==> config.mk <==
export PLATFORM = sky130hd
export DESIGN_NAME = seq_frame_tx_1010
export DESIGN_NICKNAME = d
export VERILOG_FILES = /design/src/rtl/seq_1010_pkg.sv /design/src/rtl/piso_shift_reg.sv /design/src/rtl/seq_frame_tx_1010.sv
export SDC_FILE = /design/constraint.sdc
export NUM_CORES = 1
export LEC_CHECK = 0
export CORE_MARGIN = 2
export CORE_UTILIZATION = 33
export CTS_CLUSTER_SIZE = 28
export DETAILED_ROUTE_END_ITERATION = 12
export PLACE_DENSITY_LB_ADDON = 0.1
export SLEW_MARGIN = 10
export SYNTH_ARGS = -nofsm -noshare
export SYNTH_HDL_FRONTEND = slang
export SYNTH_SLANG_ARGS = --single-unit
==> constraint.sdc <==
create_clock -name clk -period 2.63 [get_ports clk]
set_input_delay 0.526 -clock clk [delete_from_list [all_inputs] [get_ports clk]]
set_output_delay 0.526 -clock clk [all_outputs]
set_load 0.01 [all_outputs]
==> src/rtl/seq_1010_pkg.sv <==
// Shared definitions for the 1010 frame transmitter and detector.
package seq_1010_pkg;

  localparam int unsigned SYNC_W = 4;
  localparam logic [SYNC_W-1:0] SYNC_PAT = 4'b1010;

  typedef enum logic [1:0] {IDLE, SYNC, DATA, GAP} state_t;

  function automatic int unsigned max3(input int unsigned a, input int unsigned b,
                                       input int unsigned c);
    int unsigned m;
    m = a;
    if (b > m) m = b;
    if (c > m) m = c;
    return m;
  endfunction

endpackage

==> src/rtl/piso_shift_reg.sv <==
// Parallel-in serial-out register: parallel load, MSB-first shift-out.
module piso_shift_reg #(
  parameter int unsigned W = 8
) (
  input  logic         clk,
  input  logic         reset,
  input  logic         load,
  input  logic         shift,
  input  logic [W-1:0] din,
  output logic         msb
);

  logic [W-1:0] data;

  always_ff @(posedge clk) begin
    if (reset) begin
      data <= '0;
    end else if (load) begin
      data <= din;
    end else if (shift) begin
      data <= data << 1;
    end
  end

  assign msb = data[W-1];

endmodule

==> src/rtl/seq_frame_tx_1010.sv <==
// Serial frame transmitter: sync header, MSB-first payload, then a zero gap.
module seq_frame_tx_1010 #(
  parameter int unsigned DATA_W  = 8,
  parameter int unsigned GAP_LEN = 2,
  parameter logic [3:0]  SYNC_PAT = seq_1010_pkg::SYNC_PAT
) (
  input  logic              clk,
  input  logic              reset,
  input  logic              in_valid,
  input  logic [DATA_W-1:0] in_data,
  output logic              in_ready,
  output logic              out_bit,
  output logic              out_valid,
  output logic              sync_active,
  output logic              frame_done
);
  import seq_1010_pkg::*;

  localparam int unsigned CNT_W = $clog2(max3(SYNC_W, DATA_W, GAP_LEN) + 1);
  localparam logic [CNT_W-1:0] CNT_ONE  = CNT_W'(1);
  localparam logic [CNT_W-1:0] CNT_TWO  = CNT_W'(2);
  localparam logic [CNT_W-1:0] CNT_SYNC = CNT_W'(SYNC_W);
  localparam logic [CNT_W-1:0] CNT_DATA = CNT_W'(DATA_W);
  localparam logic [CNT_W-1:0] CNT_GAP  = CNT_W'(GAP_LEN);

  state_t            state;
  logic [CNT_W-1:0]  cnt;
  logic [SYNC_W-1:0] hdr;
  logic              msb;
  logic              last_c;
  logic              load_c;
  logic              shift_c;

  // Payload advances on the header's last bit and on every payload bit but the last.
  always_comb begin
    last_c  = (cnt == CNT_ONE);
    load_c  = (state == IDLE) && in_valid && in_ready;
    shift_c = ((state == SYNC) && last_c) || ((state == DATA) && !last_c);
  end

  piso_shift_reg #(.W(DATA_W)) u_payload (
    .clk   (clk),
    .reset (reset),
    .load  (load_c),
    .shift (shift_c),
    .din   (in_data),
    .msb   (msb)
  );

  // Outputs are registered alongside the state so they line up with it.
  always_ff @(posedge clk) begin
    if (reset) begin
      state       <= IDLE;
      cnt         <= '0;
      hdr         <= '0;
      in_ready    <= 1'b1;
      out_bit     <= 1'b0;
      out_valid   <= 1'b0;
      sync_active <= 1'b0;
      frame_done  <= 1'b0;
    end else begin
      frame_done <= 1'b0;
      unique case (state)
        IDLE: begin
          if (in_valid && in_ready) begin
            state       <= SYNC;
            cnt         <= CNT_SYNC;
            hdr         <= SYNC_PAT << 1;
            out_bit     <= SYNC_PAT[SYNC_W-1];
            out_valid   <= 1'b1;
            sync_active <= 1'b1;
            in_ready    <= 1'b0;
          end
        end
        SYNC: begin
          if (last_c) begin
            state       <= DATA;
            cnt         <= CNT_DATA;
            out_bit     <= msb;
            sync_active <= 1'b0;
            frame_done  <= (DATA_W == 1);
          end else begin
            cnt     <= cnt - CNT_ONE;
            out_bit <= hdr[SYNC_W-1];
            hdr     <= hdr << 1;
          end
        end
        DATA: begin
          if (last_c) begin
            out_bit   <= 1'b0;
            out_valid <= 1'b0;
            if (GAP_LEN == 0) begin
              state    <= IDLE;
              in_ready <= 1'b1;
            end else begin
              state <= GAP;
              cnt   <= CNT_GAP;
            end
          end else begin
            cnt        <= cnt - CNT_ONE;
            out_bit    <= msb;
            frame_done <= (cnt == CNT_TWO);
          end
        end
        GAP: begin
          if (last_c) begin
            state    <= IDLE;
            in_ready <= 1'b1;
          end else begin
            cnt <= cnt - CNT_ONE;
          end
        end
        default: state <= IDLE;
      endcase
    end
  end

endmodule

=== Yosys cells after proc, flatten, opt, wreduce, memory -nomap -nowiden ===
Index checks and enable logic that the tools add are counted.

* Register bits: 23
* Output and inout port bits: 5

* Add/sub/neg operators: 1
* Equal/unequal tests: 11
* Multiplexer cells: 24
* Bitwise logic cells: 1
* Reductions and logical operators: 21

{| class="wikitable"
|+ Operators by type and width
! cell !! number
|-
| 4-bit two-way mux || 5
|-
| 8-bit two-way mux || 2
|-
| 4-bit one-hot mux with 4 select lines || 1
|-
| 3-bit AND reduction || 4
|-
| 2-bit != test, second input constant || 5
|-
| 2-bit two-way mux || 4
|-
| 2-bit one-hot mux with 4 select lines || 1
|-
| 4-bit one-hot mux with 2 select lines || 1
|-
| 2-bit nonzero test || 4
|-
| 1-bit two-way mux || 6
|-
| 1-bit one-hot mux with 2 select lines || 3
|-
| 1-bit logical AND || 5
|-
| 2-bit == test, second input constant || 2
|-
| 4-bit by 1-bit == test with 1-bit output, second input constant || 1
|-
| 4-bit by 2-bit == test with 1-bit output, second input constant || 1
|-
| 2-bit AND reduction || 2
|-
| 4-bit AND reduction || 1
|-
| 4-bit by 1-bit subtractor with 4-bit output, second input constant || 1
|-
| 1-bit one-hot mux with 3 select lines || 1
|-
| 3-bit nonzero test || 1
|-
| 3-bit OR reduction || 1
|-
| 2-bit by 1-bit == test with 1-bit output, second input constant || 1
|-
| 2-bit zero test || 1
|-
| 2-bit by 1-bit != test with 1-bit output, second input constant || 1
|-
| other kinds (3) || 3
|}

=== Depth between registers and ports, before layout ===
* Depth after elaboration: 6
* Gate-level depth with buffers: 7
* Gate-level depth less buffers: 6

=== Hierarchy ===
A second synthesis with hierarchy kept.

* Cells, all modules: 136
* Area, all modules: 1186.1 sq um

{| class="wikitable"
|+ By module, submodules not included
! module !! times used !! cells an instance !! area an instance (sq um)
|-
| seq_frame_tx_1010 || 1 || 101 || 817.0
|-
| piso_shift_reg || 1 || 35 || 369.1
|}

=== Worst setup path after synthesis ===
OpenSTA, ideal clock, no wires.

* Path type: register to register
* Start: reg cnt[0]
* End: reg u_payload.data[1]
* Arrival time: 1.601 ns
* Required time: 2.498 ns
* Setup slack: 0.897 ns
* Cell stages (with the launch flop): 6
* Path buffers: 0
* Clock period less this slack: 1.733 ns
* Cell sequence: dfxtp_1 > ha_1 > nor3b_4 > mux2i_4 > mux2i_1 > a21oi_1

* Cells in the longest elaborated chain, start to end: 5
* Elaborated cells between the ends (all ways): 6

{| class="wikitable"
|+ RTL lines
! item !! RTL line !! source
|-
| start: declaration || seq_frame_tx_1010.sv:27 || <nowiki>logic [CNT_W-1:0] cnt;</nowiki>
|-
| start signal: assignment || seq_frame_tx_1010.sv:83 || <nowiki>cnt <= cnt - CNT_ONE;</nowiki>
|-
| start signal: assignment || seq_frame_tx_1010.sv:100 || <nowiki>cnt <= cnt - CNT_ONE;</nowiki>
|-
| start signal: assignment || seq_frame_tx_1010.sv:110 || <nowiki>cnt <= cnt - CNT_ONE;</nowiki>
|-
| 4-bit by 1-bit == test with 1-bit output * || seq_frame_tx_1010.sv:36 || <nowiki>last_c = (cnt == CNT_ONE);</nowiki>
|-
| 1-bit zero test || seq_frame_tx_1010.sv:38 || <nowiki>shift_c = ((state == SYNC) && last_c) || ((state == DATA) && !last_c);</nowiki>
|-
| 1-bit logical AND || seq_frame_tx_1010.sv:38 ||
|-
| 1-bit logical OR * || seq_frame_tx_1010.sv:38 ||
|-
| 2-bit nonzero test (no line) * || -- ||
|-
| end signal: assignment || piso_shift_reg.sv:19 || <nowiki>data <= din;</nowiki>
|-
| end signal: assignment || piso_shift_reg.sv:21 || <nowiki>data <= data << 1;</nowiki>
|-
| end: declaration || piso_shift_reg.sv:13 || <nowiki>logic [W-1:0] data;</nowiki>
|}

Every way passes the cells marked *; elsewhere a longest branch is shown, timed or not.
A chain may end at the register's enable or synchronous reset.

=== Worst setup path after layout ===
* Start: reg cnt[0]
* End: reg u_payload.data[4]

Same word-level chain as after synthesis.

==> flow_summary.yaml <==
setup_path:
  required_time_at_the_worst_slack_endpoint_ns: 2.82
  critPathLaunchType: "flip-flop"
  critical_path_peak_fanout: 9
  crit_path_end_kind: "flip-flop"
  crit_type: "reg2reg"
  timing.critical_path.arrival_ns: 2.19
grt:
  vias_in_the_first_global_route: 907
  pin_count_of_the_biggest_net_entering_global_routing: 17
  grt_util_all_layers: 0.136
  grt_pass1_wl_mm: 4.35
  grt_overflow: 0
  antenna_violations_before_repair: 0
power:
  post-layout-total-power_mw: 1.31
  total_leakage_power_nw: 0.530
  irDropWorstVdd_v: 0.000463
  power_density_nw_per_um2: 972
drt:
  totalWireLength_mm: 2.48
  detail_route.first_pass.iterations: 4
  vias_per_cell: 5.14
  drt_drc_violations_left: 0
  drt-wirelength-per-cell_um: 13.2
  final_antenna_net_count: 0
  num_vias: 966
  first_iter_violations: 27
layout:
  syn2layout_area_growth_pct: 18.4
  layout.filler_cells: 360
  antenna_cells_inserted: 0
  final-seq-area_um2: 420
  multi_input_area_um2: 666
  post_route_cells_drive_above_1_share: 0.0775
  num-nets-final: 162
  final_common_cell: "sky130_fd_sc_hd__dfxtp_1"
  layout.cells.most_common_list: "sky130_fd_sc_hd__dfxtp_1, sky130_fd_sc_hd__o21ai_0, sky130_fd_sc_hd__a21oi_1, sky130_fd_sc_hd__clkdlybuf4s50_1"
clock_tree:
  clock_sinks: 21
  cts_htree_levels: 1
  tritoncts.num_buffers: 3
  cts.repair.resized: 0
  cts_buffer_depth: 2
  cts.root.buffer_cell: "sky130_fd_sc_hd__clkbuf_4"
  insertion_delay_ns: 0.31
  post-cts-setup-buffer-count: 0
  cts_tree: "built"
  clk_pin_slew_worst_paths_ns: 0.12
  cts_hold_repair.buffers: 0
synthesis:
  synth-adder-area-share: 0.0877
  synth_mux_area_frac: 0.0899
  synth-compound-area-share: 0.249
  synth_seq_area_share: 0.368
  synth-simple-area-share: 0.157
  synthesis.yosys.warnings: 0
  ys_ff_latch: 21
  synth_top_family_by_area: "compound AO/OA/AOI/OAI gates"
  ys_types: 37
  parity_gate_share_of_the_synthesized_area_counting_xor_and_xnor_cells: 0
  post_synth_instance_area_um2: 1140
  post_synth_inst_count: 129
  postSynthAreaPerCell_um2: 8.85
  mappedNetlistNets: 148
placed_design:
  numPortBuffers: 15
  detailedPlacementHpwl_mm: 1.83
  routabilityCongestion: 0.738
  preCtsSetupSlack_ns: 0.541
die:
  floorplan.rows: 21
  ioPinCount: 16
  floorplan.die.height_um: 62.8
  fp.dieW_um: 62.8
  core_um2: 3340
  initial_utilization: 0.342
  dieArea_um2: 3940
sta:
  timing.clock.skew_ns: 0.00584
  finalCriticalPeriod_ns: 2.01
  final_setup_slack_of_the_worst_path_ns: 0.623
  layout_worst_path_cycle_share: 0.763
  timing.max_slew.rel_slack: 0.639
  final-hold-violation-count: 0
  slew_violations: 0
  fin_tns_setup_ns: 0
  report.final.setup_viol: 0
  unrepaired_setup_endpoints_after_global_routing: "false"
  worst-slew-pin-transition_ns: 0.540
  maxClockFrequency_ghz: 0.498
worst_hold_path:
  min_path_type: "reg2reg"
job:
  drv.max_cap_violation_count: 0
run_status:
  status: "completed"
## report_power, final
part / total, mW / internal [mW] / switching, mW
clock network: 0.159 / 0.0568 / 0.103
logic: 0.656 / 0.303 / 0.353
registers: 0.499 / 0.415 / 0.0840
total: 1.31 / 0.775 / 0.539
## cell families after synthesis
kind of cell	Yosys count
buffers and inverters	13
adders and majority gates	8
and+or+nand+nor	32
DFF	21
muxes	9
AOI/OAI and AO/OA	46
## worst max-delay path, stage by stage, from the launching register on
cell,delay (ns)
sky130_fd_sc_hd__dfxtp_1,0.44
sky130_fd_sc_hd__ha_1,0.23
sky130_fd_sc_hd__nor3b_4,0.37
sky130_fd_sc_hd__mux2i_4,0.52
sky130_fd_sc_hd__mux2i_1,0.24
sky130_fd_sc_hd__a21oi_1,0.08
## routing by layer
layer  part of all wire  up-vias  GRT usage
met5                  0        -          0
met4             0.0052        0     0.0250
met3              0.053        2     0.0396
met2               0.45       23      0.215
met1               0.49      440      0.185
li1                   -      501          -
## synth_stat cells
| master | count | share of area |
|---|---|---|
| sky130_fd_sc_hd__a211oi_1 | 1 | 0.0066 |
| sky130_fd_sc_hd__a21bo_2 | 1 | 0.0088 |
| sky130_fd_sc_hd__a21boi_1 | 1 | 0.0066 |
| sky130_fd_sc_hd__a21o_1 | 1 | 0.0066 |
| sky130_fd_sc_hd__a21oi_1 | 15 | 0.066 |
| sky130_fd_sc_hd__a21oi_2 | 1 | 0.0077 |
| sky130_fd_sc_hd__a2bb2oi_1 | 2 | 0.015 |
| sky130_fd_sc_hd__a31oi_1 | 1 | 0.0055 |
| sky130_fd_sc_hd__a32o_1 | 1 | 0.0088 |
| sky130_fd_sc_hd__a41oi_2 | 1 | 0.014 |
| sky130_fd_sc_hd__and3_1 | 1 | 0.0055 |
| sky130_fd_sc_hd__buf_2 | 2 | 0.0088 |
| sky130_fd_sc_hd__buf_4 | 1 | 0.0066 |
| sky130_fd_sc_hd__clkbuf_1 | 4 | 0.013 |
| sky130_fd_sc_hd__dfxtp_1 | 21 | 0.37 |
| sky130_fd_sc_hd__ha_1 | 8 | 0.088 |
| sky130_fd_sc_hd__inv_1 | 6 | 0.020 |
| sky130_fd_sc_hd__mux2i_1 | 8 | 0.070 |
| sky130_fd_sc_hd__mux2i_4 | 1 | 0.020 |
| sky130_fd_sc_hd__nand2_1 | 4 | 0.013 |
| sky130_fd_sc_hd__nand2b_1 | 2 | 0.011 |
| sky130_fd_sc_hd__nand3_1 | 5 | 0.022 |
| sky130_fd_sc_hd__nand4_1 | 1 | 0.0055 |
| sky130_fd_sc_hd__nand4b_1 | 1 | 0.0077 |
| sky130_fd_sc_hd__nor2_1 | 8 | 0.026 |
| sky130_fd_sc_hd__nor3_1 | 5 | 0.022 |
| sky130_fd_sc_hd__nor3b_4 | 1 | 0.016 |
| sky130_fd_sc_hd__nor4b_1 | 1 | 0.0077 |
| sky130_fd_sc_hd__o211ai_1 | 1 | 0.0066 |
| sky130_fd_sc_hd__o21ai_0 | 15 | 0.066 |
| sky130_fd_sc_hd__o21ai_1 | 1 | 0.0044 |
| sky130_fd_sc_hd__o21bai_1 | 2 | 0.013 |
| sky130_fd_sc_hd__o22ai_1 | 1 | 0.0055 |
| sky130_fd_sc_hd__o41ai_1 | 1 | 0.0077 |
| sky130_fd_sc_hd__or2_2 | 1 | 0.0055 |
| sky130_fd_sc_hd__or3b_1 | 1 | 0.0077 |
| sky130_fd_sc_hd__or4_1 | 1 | 0.0066 |
## per-stage QoR
step	hold WS (ns)	std cells	util	instance area, µm²
6_report	0.485	188	0.405	1350
5_1_grt	0.517	188	0.405	1350
4_1_cts	0.492	188	0.405	1350
3_5_place_dp	0.475	184	0.397	1320
3_3_place_gp	0.459	184	0.397	1320
2_1_floorplan	0.447	129	-	1140
## registers in the layout, indices dropped and copies added (netlist names)
name,cells
sync_active,1
out_valid,1
cnt,4
hdr,2
in_ready,1
frame_done,1
u_payload.data,8
out_bit,1
state,2
## area by class of cell
class | instances | area share
clock inverter | 1 | 0.00370
multi-input combinational | 95 | 0.493
tap | 46 | 0.0426
timing repair buffer | 16 | 0.117
clock buffer | 3 | 0.0167
inverter | 6 | 0.0167
sequential | 21 | 0.311
## path summary, 6_finish.rpt
kind	from	to	slack (ns)	cells past startpoint
worst max-delay path	cnt[0]$_SDFFE_PP0P_	u_payload.data[4]$_SDFFE_PP0P_	0.62	5
worst min-delay path	u_payload.data[0]$_SDFFE_PP0P_	u_payload.data[0]$_SDFFE_PP0P_	0.49	2
worst max register to register	cnt[0]$_SDFFE_PP0P_	u_payload.data[4]$_SDFFE_PP0P_	0.62	5
worst min register to register	u_payload.data[0]$_SDFFE_PP0P_	u_payload.data[0]$_SDFFE_PP0P_	0.49	2
Power figures use the tool's default switching activity.
